$ cat src/rtl/conv_pkg.sv
// Shared constants and FSM encoding for the convolution stream adapter.
package conv_pkg;

    localparam int DATA_W    = 32;
    localparam int IMG_N     = 5;
    localparam int K_N       = 3;
    localparam int OUT_N     = IMG_N - K_N + 1;

    localparam int IMG_WORDS = IMG_N * IMG_N;
    localparam int K_WORDS   = K_N * K_N;
    localparam int RES_WORDS = OUT_N * OUT_N;

    localparam int IMG_W     = DATA_W * IMG_WORDS;
    localparam int KER_W     = DATA_W * K_WORDS;
    localparam int RES_W     = DATA_W * RES_WORDS;

    typedef enum logic [1:0] {
        LOAD_K = 2'd0,
        LOAD_I = 2'd1,
        WAIT   = 2'd2,
        DRAIN  = 2'd3
    } conv_state_t;

endpackage

$ cat src/rtl/conv_stream_adapter_if.sv
// Input and output valid/ready word streams of the convolution adapter.
// slave: the adapter side; master: the DMA / downstream side.
interface conv_stream_adapter_if;

    logic [conv_pkg::DATA_W-1:0] s_data;
    logic                        s_valid;
    logic                        s_ready;
    logic [conv_pkg::DATA_W-1:0] m_data;
    logic                        m_valid;
    logic                        m_ready;
    logic                        m_last;

    modport slave (
        input  s_data, s_valid, m_ready,
        output s_ready, m_data, m_valid, m_last
    );

    modport master (
        output s_data, s_valid, m_ready,
        input  s_ready, m_data, m_valid, m_last
    );

endinterface

$ cat src/rtl/word_serializer.sv
// Holds the captured 3x3 result and streams it out word 0 first, honouring
// downstream backpressure.
module word_serializer
    import conv_pkg::*;
(
    input  logic              clk,
    input  logic              rst_n,
    input  logic              load,
    input  logic [RES_W-1:0]  res,
    input  logic              active,
    input  logic              m_ready,
    output logic [DATA_W-1:0] m_data,
    output logic              m_valid,
    output logic              m_last,
    output logic              done
);

    localparam logic [3:0] LAST_IDX = 4'(RES_WORDS - 1);

    logic [RES_WORDS-1:0][DATA_W-1:0] res_q;
    logic [3:0]                       idx_q;

    // Capture the core result and walk the word index on each accepted word.
    always_ff @(posedge clk) begin
        if (!rst_n) begin
            res_q <= '0;
            idx_q <= '0;
        end else if (load) begin
            res_q <= res;
            idx_q <= '0;
        end else if (done) begin
            idx_q <= '0;
        end else if (m_valid && m_ready) begin
            idx_q <= idx_q + 4'd1;
        end
    end

    // Outputs depend only on registered state, so they hold while stalled.
    always_comb begin
        m_valid = rst_n && active;
        m_last  = m_valid && (idx_q == LAST_IDX);
        m_data  = m_valid ? res_q[LAST_IDX - idx_q] : '0;
        done    = m_valid && m_ready && m_last;
    end

endmodule

$ cat src/rtl/conv_stream_adapter.sv
// Packs the serial kernel/image words for the convolution core, waits out the
// core latency, then streams the 3x3 result back. One job at a time.
module conv_stream_adapter
    import conv_pkg::*;
#(
    parameter int CONV_LAT = 8  // legal range 1..255 (8-bit wait counter)
) (
    input  logic                     clk,
    input  logic                     rst_n,
    conv_stream_adapter_if.slave     strm,
    output logic [IMG_W-1:0]         image,
    output logic [KER_W-1:0]         kernal,
    output logic                     conv_start,
    input  logic [RES_W-1:0]         res,
    output logic                     busy
);

    localparam logic [4:0] K_LAST   = 5'(K_WORDS - 1);
    localparam logic [4:0] I_LAST   = 5'(IMG_WORDS - 1);
    localparam logic [3:0] K_TOP    = 4'(K_WORDS - 1);
    localparam logic [7:0] LAT_LAST = 8'(CONV_LAT - 1);

    conv_state_t state_q, state_d;
    logic [4:0]  cnt_q, cnt_d;
    logic [7:0]  wait_q, wait_d;
    logic        start_d;
    logic        res_load;
    logic        drain_done;
    logic        s_hs;

    logic [K_WORDS-1:0][DATA_W-1:0]   kern_q;
    logic [IMG_WORDS-1:0][DATA_W-1:0] img_q;

    assign strm.s_ready = rst_n && (state_q == LOAD_K || state_q == LOAD_I);
    assign s_hs         = strm.s_valid && strm.s_ready;
    assign busy         = rst_n && !(state_q == LOAD_K && cnt_q == 5'd0);
    assign kernal       = kern_q;
    assign image        = img_q;

    // State, word counter, latency counter and the start pulse.
    always_ff @(posedge clk) begin
        if (!rst_n) begin
            state_q    <= LOAD_K;
            cnt_q      <= '0;
            wait_q     <= '0;
            conv_start <= 1'b0;
        end else begin
            state_q    <= state_d;
            cnt_q      <= cnt_d;
            wait_q     <= wait_d;
            conv_start <= start_d;
        end
    end

    // Next-state logic: load kernel, load image, wait for core, drain result.
    always_comb begin
        state_d  = state_q;
        cnt_d    = cnt_q;
        wait_d   = wait_q;
        start_d  = 1'b0;
        res_load = 1'b0;
        unique case (state_q)
            LOAD_K: if (s_hs) begin
                if (cnt_q == K_LAST) begin
                    state_d = LOAD_I;
                    cnt_d   = '0;
                end else begin
                    cnt_d = cnt_q + 5'd1;
                end
            end
            LOAD_I: if (s_hs) begin
                if (cnt_q == I_LAST) begin
                    state_d = WAIT;
                    cnt_d   = '0;
                    wait_d  = '0;
                    start_d = 1'b1;
                end else begin
                    cnt_d = cnt_q + 5'd1;
                end
            end
            WAIT: begin
                if (wait_q == LAT_LAST) begin
                    res_load = 1'b1;
                    state_d  = DRAIN;
                    wait_d   = '0;
                end else begin
                    wait_d = wait_q + 8'd1;
                end
            end
            DRAIN: if (drain_done) begin
                state_d = LOAD_K;
                cnt_d   = '0;
            end
            default: state_d = LOAD_K;
        endcase
    end

    // Core operand registers: written only by their own input handshakes,
    // word 0 of each group in the most significant slot.
    always_ff @(posedge clk) begin
        if (!rst_n) begin
            kern_q <= '0;
            img_q  <= '0;
        end else begin
            if (state_q == LOAD_K && s_hs) kern_q[K_TOP - cnt_q[3:0]] <= strm.s_data;
            if (state_q == LOAD_I && s_hs) img_q[I_LAST - cnt_q]      <= strm.s_data;
        end
    end

    word_serializer u_ser (
        .clk     (clk),
        .rst_n   (rst_n),
        .load    (res_load),
        .res     (res),
        .active  (state_q == DRAIN),
        .m_ready (strm.m_ready),
        .m_data  (strm.m_data),
        .m_valid (strm.m_valid),
        .m_last  (strm.m_last),
        .done    (drain_done)
    );

endmodule

$ cat src/flat_wrapper.sv
// flat-port wrapper written by rule: the top's interface ports become plain ports
module conv_stream_adapter_flat import conv_pkg::*;
#(
    parameter int CONV_LAT = 8                                            
)
  (clk, rst_n, image, kernal, conv_start, res, busy, strm_s_data, strm_s_valid, strm_m_ready, strm_s_ready, strm_m_data, strm_m_valid, strm_m_last);
  conv_stream_adapter_if strm_i ();
  input  logic clk;
  input  logic rst_n;
  output logic [IMG_W-1:0] image;
  output logic [KER_W-1:0] kernal;
  output logic conv_start;
  input  logic [RES_W-1:0] res;
  output logic busy;
  input wire logic [$bits(strm_i.s_data)-1:0] strm_s_data;
  input wire logic [$bits(strm_i.s_valid)-1:0] strm_s_valid;
  input wire logic [$bits(strm_i.m_ready)-1:0] strm_m_ready;
  output wire logic [$bits(strm_i.s_ready)-1:0] strm_s_ready;
  output wire logic [$bits(strm_i.m_data)-1:0] strm_m_data;
  output wire logic [$bits(strm_i.m_valid)-1:0] strm_m_valid;
  output wire logic [$bits(strm_i.m_last)-1:0] strm_m_last;
  assign strm_i.s_data = strm_s_data;
  assign strm_i.s_valid = strm_s_valid;
  assign strm_i.m_ready = strm_m_ready;
  assign strm_s_ready = strm_i.s_ready;
  assign strm_m_data = strm_i.m_data;
  assign strm_m_valid = strm_i.m_valid;
  assign strm_m_last = strm_i.m_last;
  conv_stream_adapter #(.CONV_LAT(CONV_LAT)) u_core (.clk(clk), .rst_n(rst_n), .strm(strm_i), .image(image), .kernal(kernal), .conv_start(conv_start), .res(res), .busy(busy));
endmodule
$ cat config.mk
export PLATFORM = sky130hd
export DESIGN_NAME = conv_stream_adapter_flat
export DESIGN_NICKNAME = d
export VERILOG_FILES = /design/src/rtl/conv_pkg.sv /design/src/rtl/conv_stream_adapter_if.sv /design/src/rtl/word_serializer.sv /design/src/rtl/conv_stream_adapter.sv /design/src/flat_wrapper.sv
export SDC_FILE = /design/constraint.sdc
export NUM_CORES = 2
export LEC_CHECK = 0
export ABC_CLOCK_PERIOD_IN_PS = 9900
export BUFFER_PORTS_ARGS = -buffer_cell sky130_fd_sc_hd__buf_2
export CORE_AREA = 2 2 563 565
export CTS_CLUSTER_DIAMETER = 40
export CTS_CLUSTER_SIZE = 28
export DETAILED_ROUTE_END_ITERATION = 6
export DIE_AREA = 0 0 565 567
export PLACE_DENSITY = 0.33
export SYNTH_ARGS = -nofsm -noshare
export SYNTH_HDL_FRONTEND = slang
export SYNTH_SLANG_ARGS = --single-unit
$ cat constraint.sdc
create_clock -name clk -period 9.9 [get_ports clk]
set_clock_uncertainty 0.05 [all_clocks]
set_input_delay 1.485 -clock clk [delete_from_list [all_inputs] [get_ports clk]]
set_output_delay 1.485 -clock clk [all_outputs]
set_load 0.005 [all_outputs]
==> results.py <==
metrics = {
    "run_status": {
        "status": "finished, final reports clean",
    },
    "final_layout": {
        "fillerInstances": 34433,
        "fin_nets": 7365,
        "layout-drive-gt1-share_pct": 30.18,
        "finish.instance_area_um2": 73430,
        "stdcell_count": 11481,
        "finish.utilization_pct": 23.39,
        "synthToLayoutAreaGrowth_pct": 44.43,
    },
    "global_routing": {
        "gr-usage-all-layers_pct": 16.97,
        "antenna_found_initial": 121,
        "grt_max_degree": 205,
        "grt_pass1_wl_um": 380300,
        "gr-total-overflow": 0,
        "grt_pass1_vias": 44057,
    },
    "placed_design": {
        "place_congestion": 0.8053,
        "hpwl_um": 195300,
        "portBuffers": 1448,
        "dpl_cell_area_um2": 62120,
        "dp.cells": 10879,
        "post-place-ws_ns": 4.768,
    },
    "floorplan": {
        "die_x_um": 565,
        "die_h_um": 567,
        "ios": 1449,
        "core_um2": 313900,
        "rows": 206,
        "initial_core_util_pct": 16.19,
        "dieArea_um2": 320400,
    },
    "clocking": {
        "cts_tree": "yes",
        "clockRootBuffer": "clkbuf_16",
        "clockBufferDepth": 4,
        "clock-sinks": 1396,
        "cts_setup_buffers": 0,
        "path_clk_slew_ns": 0.04,
        "worstSkewPairLatency_ns": 0.84,
        "cts.htree.levels": 5,
        "cts.hold.buffers_added": 0,
        "cts_buffers": 308,
        "cts.repair.resized": 0,
    },
    "sta": {
        "slew_violations": 0,
        "finalCritPeriodShare_pct": 58.83,
        "max_freq_mhz": 171.7,
        "hold_viol": 0,
        "setup_viol": 0,
        "hold_ws_ns": 0.3950,
        "maxSlewHeadroom_pct": 21.27,
        "period_minus_slack_ns": 5.824,
        "layout_setup_ws_ns": 4.076,
        "tightest_slew_ns": 1.181,
        "finalSetupTns_ns": 0,
        "rsz0062_at_grt": "no",
    },
    "yosys": {
        "yosysWarnings": 0,
        "ys_types": 55,
        "synth_area_per_cell_um2": 8.879,
        "synth_compound_area_share_pct": 10.83,
        "synth_top_family_by_area": "simple AND/OR/NAND/NOR gates",
        "synth_edf_count": 0,
        "synth-xor-area-share_pct": 0.1895,
        "ys.flop_type": "dfxtp_1",
        "synth-seq-cells": 1396,
        "yosys.area_share.simple_pct": 17.54,
        "synth.area.mux_share_pct": 11.71,
        "synth-async-reset-ratio_pct": 0,
        "syn-cell-area_um2": 50840,
        "syn_inst": 5726,
        "synthAdderAreaFrac_pct": 0.2953,
        "synth_nets": 6062,
        "yosysSeqAreaShare_pct": 54.97,
    },
    "setup_path": {
        "worstPathMaxFanout": 36,
        "crit_path_end_kind": "output pin",
        "crit_type": "reg2out",
        "cp_slowest_cell": "dfxtp_4",
        "worst_ep_arrival_time_ns": 4.29,
        "crit_chain": "inv_1, ha_4, buf_4, mux4_2, mux2i_1, o2bb2ai_1, buf_2",
        "crit_path_start_kind": "flip-flop",
        "worstPathRequired_ns": 8.37,
        "critPathMaxStageDelay_ns": 0.78,
    },
    "power_and_ir_drop": {
        "p_leak_nw": 29.14,
        "peakVddDrop_v": 0.0001264,
        "finalPower_mw": 17.26,
        "power_density_nw_per_um2": 235.0,
    },
    "run": {
        "cap_violations": 0,
    },
    "drt": {
        "totalWireLength_um": 286400,
        "drt_drc_violations_left": 0,
        "routedWlPerCell_um": 24.94,
        "dr.first_iter.drc_count": 3092,
        "firstDrtPassIters": 5,
        "viasPerCell": 4.039,
        "vias": 46368,
        "antenna_left": 0,
    },
    "hold_path": {
        "hold_class": "reg2reg",
    },
}
==> report_power, final <==
group          switching, mW  internal (mW)
registers             0.0121           5.66
logic                  0.411         0.0972
clock network           3.63           7.45
total                   4.06           13.2
==> routing by layer <==
layer	track usage, %	routed length [um]
met2	27.52	130500
met5	0	460
met4	4.741	7585
met1	20.88	121100
met3	6.280	26670
==> cell usage after synthesis, drive strengths merged (5+ instances only) <==
cell / count / area share [%]
nor3: 6 / 0.059
inv: 13 / 0.096
nand2: 1741 / 13
o21ai: 680 / 6.7
nand3: 370 / 3.6
o22ai: 6 / 0.12
o2bb2ai: 32 / 0.55
mux4: 64 / 2.8
dfxtp: 1396 / 55
nand4: 10 / 0.12
nor2: 35 / 0.32
ha: 12 / 0.30
buf: 123 / 1.3
nor4: 5 / 0.091
xnor2: 8 / 0.14
clkbuf: 409 / 3.0
mux2i: 451 / 8.9
a21oi: 298 / 2.9
a21boi: 6 / 0.089
==> flip-flops by register name, summed over array words and instances (netlist names) <==
name,count
u_core.image,800
u_core.kernal,288
u_core.u_ser.res_q,288
u_core.wait_q,8
u_core.cnt_q,5
u_core.u_ser.idx_q,4
u_core.state_q,2
u_core.conv_start,1
==> cell usage in the layout (no fill, tap or decap), types with 64 or more instances in the layout <==
master | Yosys | layout
buf_4 | 39 | 74
clkbuf_16 | 0 | 311
nand3_1 | 370 | 370
dfxtp_1 | 1396 | 1395
a21oi_1 | 298 | 297
buf_2 | 55 | 1447
mux4_2 | 64 | 64
nand2_1 | 1741 | 1707
o21ai_0 | 663 | 663
mux2i_1 | 451 | 451
==> cell families after synthesis <==
group / after synthesis
XOR/XNOR: 11
AO/OA/AOI/OAI: 1047
adder cells (fa/ha/maj): 12
flip-flops: 1396
multiplexers: 515
buffers and inverters: 546
AND/OR/NAND/NOR: 2199
==> worst max-delay path, delay by kind of cell, from the launching register on <==
family / cells / cell delay (ns)
buf+inv: 3 / 1.04
fa+ha+maj: 1 / 0.70
mux: 2 / 0.77
compound gates: 1 / 0.07
flops: 1 / 0.78
==> area by class of cell <==
type,count,area [um^2],share of cell area (%)
Sequential cell,1396,27950,38.07
Multi-Input combinational cell,3784,21040,28.65
Clock buffer,389,8546,11.64
Timing Repair Buffer,1525,7873,10.72
Tap cell,4160,5205,7.089
Clock inverter,171,2651,3.611
Antenna cell,42,105.1,0.1431
Inverter,14,60.06,0.08179
==> path summary, 6_finish.rpt <==
check,start,end,slack (ns),depth (start not counted)
worst max-delay path,u_core.u_ser.idx_q[0]$_SDFFE_PP0P_,strm_m_data[30],4.08,7
worst min-delay path,u_core.u_ser.res_q[91]$_SDFFE_PN0P_,u_core.u_ser.res_q[91]$_SDFFE_PN0P_,0.39,2
worst max register to register,u_core.state_q[0]$_SDFFE_PN0P_,u_core.u_ser.res_q[55]$_SDFFE_PN0P_,6.14,8
worst min register to register,u_core.u_ser.res_q[91]$_SDFFE_PN0P_,u_core.u_ser.res_q[91]$_SDFFE_PN0P_,0.39,2
(Power assumes the default switching activity.)
